==> src/rtl/fetch_stage.sv <==
// Instruction-fetch stage for a 5-stage RV32I pipeline.
// Owns the PC, presents it to the instruction memory and captures the
// returned word into the IF/ID register. Handles stall, redirects with
// bubble insertion, and halting once an EBREAK has been fetched.
module fetch_stage #(
    parameter int                ADDR_W   = 8,
    parameter logic [ADDR_W-1:0] RESET_PC = '0,
    parameter logic [31:0]       NOP      = 32'h0000_0013
) (
    input  logic              clk,
    input  logic              rst,
    input  logic              stall,
    input  logic              redirect_valid,
    input  logic [ADDR_W-1:0] redirect_target,
    output logic [ADDR_W-1:0] imem_addr,
    input  logic [31:0]       imem_data,
    output logic              if_id_valid,
    output logic [ADDR_W-1:0] if_id_pc,
    output logic [ADDR_W-1:0] if_id_pc4,
    output logic [31:0]       if_id_inst,
    output logic              misalign,
    output logic              halted
);

    localparam logic [31:0]       EBREAK = 32'h0010_0073;
    localparam logic [ADDR_W-1:0] FOUR   = ADDR_W'(4);

    typedef enum logic {
        RUN  = 1'b0,
        HALT = 1'b1
    } state_e;

    state_e            state_q,    state_d;
    logic [ADDR_W-1:0] pc_q,       pc_d;
    logic              valid_q,    valid_d;
    logic [ADDR_W-1:0] id_pc_q,    id_pc_d;
    logic [ADDR_W-1:0] id_pc4_q,   id_pc4_d;
    logic [31:0]       id_inst_q,  id_inst_d;
    logic              misalign_q, misalign_d;

    // PC arithmetic is ADDR_W bits wide, so 0xFC + 4 wraps to 0x00.
    logic [ADDR_W-1:0] pc_plus4;
    assign pc_plus4 = pc_q + FOUR;

    // Next-state selection: redirect beats stall, stall beats RUN/HALT.
    always_comb begin
        // NOTE: every target gets a hold value first so no path can infer a latch.
        state_d    = state_q;
        pc_d       = pc_q;
        valid_d    = valid_q;
        id_pc_d    = id_pc_q;
        id_pc4_d   = id_pc4_q;
        id_inst_d  = id_inst_q;
        misalign_d = misalign_q;

        if (redirect_valid) begin
            // Low address bits are dropped so the PC stays word aligned;
            // a non-zero offset is remembered in the sticky misalign flag.
            pc_d      = {redirect_target[ADDR_W-1:2], 2'b00};
            valid_d   = 1'b0;
            id_inst_d = NOP;
            state_d   = RUN;
            if (redirect_target[1:0] != 2'b00) begin
                misalign_d = 1'b1;
            end
        end else if (stall) begin
            // Everything holds (defaults above).
        end else if (state_q == RUN) begin
            valid_d   = 1'b1;
            id_pc_d   = pc_q;
            id_pc4_d  = pc_plus4;
            id_inst_d = imem_data;
            if (imem_data == EBREAK) begin
                // EBREAK itself is passed on; fetch stops at its address.
                state_d = HALT;
            end else begin
                pc_d = pc_plus4;
            end
        end else begin
            // HALT: keep feeding bubbles until a redirect or reset.
            valid_d   = 1'b0;
            id_inst_d = NOP;
        end
    end

    // State and IF/ID register update with synchronous reset.
    always_ff @(posedge clk) begin
        // NOTE: sequential state uses non-blocking assignments so all flops update together.
        if (rst) begin
            state_q    <= RUN;
            pc_q       <= RESET_PC;
            valid_q    <= 1'b0;
            id_pc_q    <= '0;
            id_pc4_q   <= '0;
            id_inst_q  <= NOP;
            misalign_q <= 1'b0;
        end else begin
            state_q    <= state_d;
            pc_q       <= pc_d;
            valid_q    <= valid_d;
            id_pc_q    <= id_pc_d;
            id_pc4_q   <= id_pc4_d;
            id_inst_q  <= id_inst_d;
            misalign_q <= misalign_d;
        end
    end

    assign imem_addr   = pc_q;
    assign if_id_valid = valid_q;
    assign if_id_pc    = id_pc_q;
    assign if_id_pc4   = id_pc4_q;
    assign if_id_inst  = id_inst_q;
    assign misalign    = misalign_q;
    assign halted      = (state_q == HALT);

endmodule

==> config.mk <==
export PLATFORM = sky130hd
export DESIGN_NAME = fetch_stage
export DESIGN_NICKNAME = d
export VERILOG_FILES = /design/src/rtl/fetch_stage.sv
export SDC_FILE = /design/constraint.sdc
export NUM_CORES = 1
export LEC_CHECK = 0
export BUFFER_PORTS_ARGS = -buffer_cell sky130_fd_sc_hd__buf_2
export CORE_ASPECT_RATIO = 1.5
export CORE_MARGIN = 5
export CORE_UTILIZATION = 45
export CTS_CLUSTER_DIAMETER = 40
export CTS_CLUSTER_SIZE = 16
export DETAILED_ROUTE_END_ITERATION = 12
export PLACE_DENSITY_LB_ADDON = 0.08
export SLEW_MARGIN = 20
export SYNTH_ARGS = -nofsm -noshare
export SYNTH_HDL_FRONTEND = slang
export SYNTH_SLANG_ARGS = --single-unit
==> constraint.sdc <==
create_clock -name clk -period 2 [get_ports clk]
set_clock_uncertainty 0.05 [all_clocks]
set_input_delay 0.6 -clock clk [delete_from_list [all_inputs] [get_ports clk]]
set_output_delay 0.6 -clock clk [all_outputs]
set_load 0.01 [all_outputs]
==> results.txt, run 1 <==
The fraction of met1 tracks used by global routing is 0.1919, and the maximum buffer depth of the clock tree is 2. At the worst endpoint, the required time is 2.18 ns. Clock tree synthesis selected as its root buffer the cell clkbuf_8.

The average wire per standard cell came out at 14.73 um. The final hold violation count came out at 0. The tightest min-delay check is of the flop to flop type.

The post-synthesis compound-gate area fraction was 0.1990. The remaining design rule violation count was 0; the H-tree depth was 2. The run gives 68 as the number of DRC violations after detailed-routing iteration 0.

The capturing element type of the critical path is a flop. TritonCTS created 5 clock buffers. The clock share of power was 0.290; the total number of vias was 2000. The layout cell share with drive strength beyond 1 was 0.3884. The run gives 103 as the boundary pin count. The synthesized-area fraction occupied by adder cells was 0.005977. The number of global-route vias before repair is 1936, and the total negative slack is 0 ns. Relative to the synthesized area, the layout overhead comes to 29.17%. The clock drives 53 sinks.

The number of fill cells in the layout is 445, and the post-DP HPWL is 4307 um. Number of iterations in the first detailed-routing pass: 4. Cell internal power was estimated by the tool at 1.466 mW. The multiplexer share of the synthesized area came out at 0. TritonCTS built the clock tree. For the leakage power of the design, the log shows 1.260 nW.

After synthesis the netlist holds a flip-flop and latch count of 53. Clock-pin slew was measured on the worst setup and hold paths at 0.09 ns. Excluding fillers, the count of instances in the completed layout stands at 375. For the overall fraction of global-route tracks in use, the log shows 0.1857. The busiest metal layer after global routing was met2.

The run finished with clean final reports. For the maximum number of pins on one net before global-route repair, the log shows 31. The sequential share of power was 0.568; the maximum operating frequency was 555.1 MHz. The total power density per cell area is 729.8 mW/mm2, and the final net count is 371.

Cell count of the worst reg-to-reg path: 4. Final hold analysis gives a worst-case slack of 0.4001 ns. The logs give 35 for the number of unique standard cell types used by synthesis and 0.6248 for the worst slew margin relative to its limit. The initial antenna violation count is 0, and the number of buffers inserted for hold repair after clock tree synthesis is 0. Area occupied by multi-input gates: 928.4 um2. The actual slew at the worst max-slew pin was 0.5628 ns; the final weighted congestion in routability-driven placement was 0.8258. During synthesis, Yosys emitted a total of 0 warnings. Later-pin clock latency in the skew report: 0.30 ns. The final max-slew violation count was 0; the combined flip-flop and latch cell area was 0.001061 mm2. Summed over all layers, the global routing overflow is 0. The vertical extent of the die works out to 93.53 um. The final count of negative-setup-slack endpoints came out at 0. Once detail routing completed, the nets flagged for antenna violations numbered 0.

The initial cell density of the core was 0.4647; the cell total after placement was 367. With fillers left out, the area of the finished cells amounts to 0.002704 mm2. The core region area was 0.004504 mm2; the mean post-synth cell area was 9.181 um2.

The tools report the synthesized instance count as 228. The clock period could shrink to 1.802 ns. The area of the mapped netlist is 0.002093 mm2, and the simple-gate share of the synthesized area is 0.2068. The die covers 0.006144 mm2. The maximum resistive drop on vdd is 0.6086 mV, and the xor and xnor fraction of the mapped netlist area is 0.02092. In this run the post-CTS setup repair buffer count came out at 0. The setup path with the least slack is of type input pin to flop. Overall power consumption after layout is estimated at 1.973 mW.

Switching power share of the total: 0.2569. Setup repair after global routing left no endpoint under its margin. For the placed instance area, the log shows 0.002624 mm2. The combinational cell fraction of total power was 0.141. The max capacitance violation total is 0, and the met3 global-route usage is 0.04928.

The post-route clock period utilization was 0.9008; the critical-path maximum fanout was 8. Input and output buffers added on the ports amount to 96. For the number of core rows, the log shows 30.

Detailed-route vias per instance: 5.333. The logs give 0 for the number of antenna diodes and 0.5069 mW for the reported net switching power. Register area share after synthesis: 0.5069. The number of instances resized during post-cts repair came out at 0.

The logs give 8845 um for the first-pass GRT wire length and 1.98 ns for the endpoint arrival time on the critical path. The die width was 65.69 um; the cell count of the worst hold path was 2. STA classifies the critical path startpoint as an input pin.

The met2 demand-to-capacity share in global routing was 0.3397. For this block, the routed nets add up to 5523 um of wire. By area, the combinational part of the netlist is dominated by simple AND/OR/NAND/NOR gates.
[cells in the final DEF (no fill, tap or decap), types with 2 or more instances in the layout]
cell,synthesis,routed
a22oi_1,31,31
o22ai_1,3,3
a211oi_1,3,3
nor4_2,4,4
buf_4,7,11
nor2_1,41,41
conb_1,1,6
nor2_2,2,2
xor2_1,3,3
or2_2,2,2
nand2_1,20,20
or3_1,2,2
inv_1,2,2
a21oi_1,15,15
xnor2_1,2,2
dfxtp_1,53,53
clkbuf_1,9,3
buf_2,5,96
nand3_1,6,6
clkbuf_8,0,5
nor4b_2,2,2
[worst max-delay path, stage by stage]
cell      delay, ns
buf_2          0.11
nor4b_2        0.36
buf_4          0.17
nand4_2        0.12
o21ai_4        0.26
o21ai_2        0.10
a311oi_2       0.25
[flip-flops by register name (all words and copies together) (netlist names)]
signal / flops
halted: 1
if_id_inst: 32
if_id_pc: 6
if_id_pc4: 6
if_id_valid: 1
imem_addr: 6
misalign: 1
[through the flow]
step,utilization,setup slack [ns]
finish,0.6003,0.1984
floorplan,-,0.2425
global route,0.6003,0.1083
detailed placement,0.5825,-0.1440
CTS,0.6003,0.1864
global placement,0.5825,-0.1047
[final timing paths]
| path | from | endpoint | slack [ns] |
|---|---|---|---|
| hold reg to reg | misalign | misalign | 0.40 |
| setup reg to reg | imem_addr[2] | imem_addr[7] | 0.39 |
| setup / recovery | imem_data[10] | imem_addr[7] | 0.20 |
| hold / removal | misalign | misalign | 0.40 |
[logic make-up (layout without fill, tap and decap cells)]
group / count (synthesis) / count (layout)
adder cells (fa/ha/maj): 1 / 1
AND/OR/NAND/NOR: 85 / 85
AO/OA/AOI/OAI: 59 / 59
other: 1 / 6
XOR/XNOR: 5 / 5
flip-flops: 53 / 53
buffers and inverters: 24 / 118
[synthesized netlist by cell type (all sizes together)]
master	instances	area, um2
a211oi	3	22.52
a21oi	15	75.07
a22oi	31	232.7
a311oi	1	15.01
a31oi	1	6.260
a32oi	1	8.760
and3	1	6.260
and4bb	2	25.02
buf	12	77.57
clkbuf	9	33.78
clkinv	1	3.750
conb	1	3.750
dfxtp	53	1061
ha	1	12.51
inv	2	7.510
nand2	20	75.07
nand3	6	30.03
nand4	2	18.77
nor2	43	166.4
nor4	4	50.05
nor4b	2	30.03
o21a	1	7.510
o21ai	3	30.03
o22ai	3	18.77
or2	3	18.77
or3	2	12.51
xnor2	2	17.52
xor2	3	26.28
[final cells by class]
cell class              count  area share
well taps                  48     0.02221
multi-input cells         156      0.3434
repair buffers            107      0.2082
inverters                   3    0.004165
clock buffers               8     0.02962
flip-flops and latches     53      0.3924
[per-layer routing]
metal,wire length [um],share of wire
met1,1996,0.36
met2,3031,0.55
met3,371,0.067
met4,123,0.022
met5,0,0
[power by group through the flow]
stage | Sequential, mW | Clock (mW) | Combinational, mW
after floorplan | 1.16 | 0 | 0.139
after global placement | 1.15 | 0 | 0.280
after detailed placement | 1.15 | 0 | 0.283
after CTS | 1.12 | 0.599 | 0.283
after global routing | 1.13 | 0.628 | 0.312
final | 1.12 | 0.573 | 0.279
Note: power is estimated with default switching activity, not from simulation.
==> run 2, diff against run 1 <==
--- a/config.mk
+++ b/config.mk
@@ -8,7 +8,8 @@
 export BUFFER_PORTS_ARGS = -buffer_cell sky130_fd_sc_hd__buf_2
 export CORE_ASPECT_RATIO = 1.5
 export CORE_MARGIN = 5
-export CORE_UTILIZATION = 45
+export CORE_UTILIZATION = 30
+export CTS_BUF_LIST = sky130_fd_sc_hd__clkbuf_2 sky130_fd_sc_hd__clkbuf_4 sky130_fd_sc_hd__clkbuf_8
 export CTS_CLUSTER_DIAMETER = 40
 export CTS_CLUSTER_SIZE = 16
 export DETAILED_ROUTE_END_ITERATION = 12
==> results.txt, run 2 (synthesized netlist as in run 1, its figures left out) <==
The run finished with clean final reports. Floorplan die area: 0.008783 mm2 (+43%). For the remaining design rule violation count, the log shows 0 (unchanged).

Layout cell share with drive strength beyond 1: 0.3976 (+0.009174). The busiest metal layer after global routing was met2. The cell count of the worst hold path is 2 (unchanged), and the boundary pin count is 103 (unchanged). Minimum clock period after layout: 1.828 ns (+0.02638 ns). The number of core rows came out at 37 (+23%). The final net count was 372 (+0.27%); the post-DP HPWL was 4830 um (+12%). The final hold violation count was 0 (unchanged). The logs give 5 (unchanged) for the number of CTS-inserted buffers and 2.00 ns (+0.02 ns) for the endpoint arrival time on the critical path. For the number of sinks on the clock net, the log shows 53 (unchanged). The maximum buffer depth of the clock tree is 2 (unchanged), and the area growth from synthesis to layout is 31.80%.

Leaving out fill and tap cells, the most frequent cell in the layout is buf_2. Total negative slack: 0 ns (unchanged). STA classifies the critical path endpoint as a flop. The logs give 4 (unchanged) for the number of iterations in the first detailed-routing pass and 0.002759 mm2 (+2.0%) for the design area.

Final count of negative-setup-slack endpoints: 0 (unchanged). The logs give 0.04655 (-0.002730) for the met3 global-route usage and 1982 (-0.90%) for the total number of vias. Maximum resistive drop on vdd: 0.3720 mV (-39%). The post-detailed-route count of antenna-violating nets was 0 (unchanged). The most critical setup path has its startpoint at imem_data[10]. The total of buffers placed on input and output ports was 96 (unchanged). The run gives 0.1440 (-0.04170) as the overall fraction of global-route tracks in use. The run gives 0.3055 (-0.1592) as the initial cell density of the core. The tools report the origin of the critical flop-to-flop path as imem_addr[2].

The final weighted congestion in routability-driven placement is 0.7238 (-12%), and the actual slew at the worst max-slew pin is 0.5854 ns (+0.02261 ns). The worst setup path is launched from an input pin. The run gives 0.6097 (-0.01508) as the worst slew margin relative to its limit.

The detailed-route vias per instance is 4.894 (-8.2%). Max capacitance violation total: 0 (unchanged). The run gives 2 (unchanged) as the H-tree depth. The data required time at the worst endpoint is 2.17 ns (about the same), and the number of setup buffers added after CTS is 0 (unchanged). For the final max-slew violation count, the log shows 0 (unchanged). The total congestion overflow after global routing was 0 (unchanged); the worst hold slack was 0.3999 ns (-0.0001920 ns). The run gives 0.30 ns (about the same) as the later-pin clock latency in the skew report. The cell count of the worst reg-to-reg path works out to 4 (unchanged).

Total power density per cell area: 738.5 mW/mm2 (+1.2%). For the leakage power of the design, the log shows 1.273 nW (+1.0%). First-pass GRT wire length: 10010 um (+13%).

The number of DRC violations after detailed-routing iteration 0 was 61 (-10%); the number of antenna diodes was 0 (unchanged). The core region area is 0.006852 mm2 (+52%). The clock root buffer master is clkbuf_8.

The critical-path maximum fanout is 8 (unchanged). The run gives 0 (unchanged) as the number of buffers inserted for hold repair after clock tree synthesis. The number of global-route vias before repair was 1971 (+1.8%). The path class of the tightest hold or removal check is flop to flop.

Capturing point of the worst reg2reg path: imem_addr[7]. The flip-flop count of the largest register, all copies and words added works out to 32 (unchanged). The startpoint identified for the worst hold timing path is misalign. In the layout the commonest cells are buf_2, dfxtp_1, nor2_1, a22oi_1, nand2_1. Setup repair after global routing left no endpoint under its margin. For hold timing, the worst endpoint is misalign. The wire length after detailed routing came out at 6320 um (+14%).

Average wire per standard cell: 15.60 um (+6.0%). The run gives 0 (unchanged) as the initial antenna violation count. The worst setup path category was input pin to flop. The clock transition at the registers of the reported paths came out at 0.09 ns (about the same). The run gives 0.2529 (-0.08689) as the met2 demand-to-capacity share in global routing. TritonCTS built the clock tree. The fraction of met1 tracks used by global routing came out at 0.1639 (-0.02793).

The vertical extent of the die was 112.3 um (+20%); the maximum operating frequency was 547.1 MHz (-1.4%). The setup slack of the worst register-to-register path was 0.38 ns (about the same); the post-route clock period utilization was 0.9140 (+0.01319). The placed instance area was 0.002669 mm2 (+1.7%); the maximum number of pins on one net before global-route repair was 31 (unchanged). The tools report the number of instances resized during post-cts repair as 0 (unchanged). The die width is 78.21 um (+19%).
## run 2: cell count changes in the layout (fill, tap and decap cells not counted), sizes merged
cell | before | now
buf | 107 | 108
clkbuf | 8 | 7
## run 2: metal layers
metal	wire, um	vias to the layer above
li1	-	983
met1	2492	932
met2	3308	61
met3	439	6
met4	79	0
met5	0	-
## run 2: area by class of cell
| class | count | area [um2] |
|---|---|---|
| inverter | 3 | 11.26 |
| timing repair buffer | 108 | 570.5 |
| fill | 741 | 4093 |
| tap | 78 | 97.59 |
| multi-input combinational | 156 | 928.4 |
| clock buffer | 7 | 90.09 |
| sequential | 53 | 1061 |
## run 2: worst max-delay path by stage
stage,depth (start not counted),end,slack [ns]
2_1_floorplan,5,imem_addr[3],0.24
3_5_place_dp,6,imem_addr[7],-0.17
4_1_cts,6,imem_addr[7],0.16
3_3_place_gp,6,imem_addr[7],-0.18
6_report,6,imem_addr[7],0.17
5_1_grt,6,imem_addr[2],0.008
## run 2: critical path: stages
cell	delay, ns
buf_2	0.11
nor4b_2	0.42
nand4_2	0.22
o21ai_4	0.31
o21ai_2	0.10
a311oi_2	0.24
## run 2: per-stage QoR
step                cells  worst slack (ns)    util  power, mW
floorplan             233            0.2425       -      1.303
global placement      398           -0.1820  0.3895      1.435
detailed placement    398           -0.1683  0.3895      1.438
CTS                   405            0.1566  0.4027      2.070
global route          405          0.008488  0.4027      2.159
finish                405            0.1721  0.4027      2.037
## run 2: power by group
part / internal (mW) / switching (mW) / total, mW
registers: 1.09 / 0.0271 / 1.12
logic: 0.124 / 0.162 / 0.286
clock network: 0.289 / 0.340 / 0.630
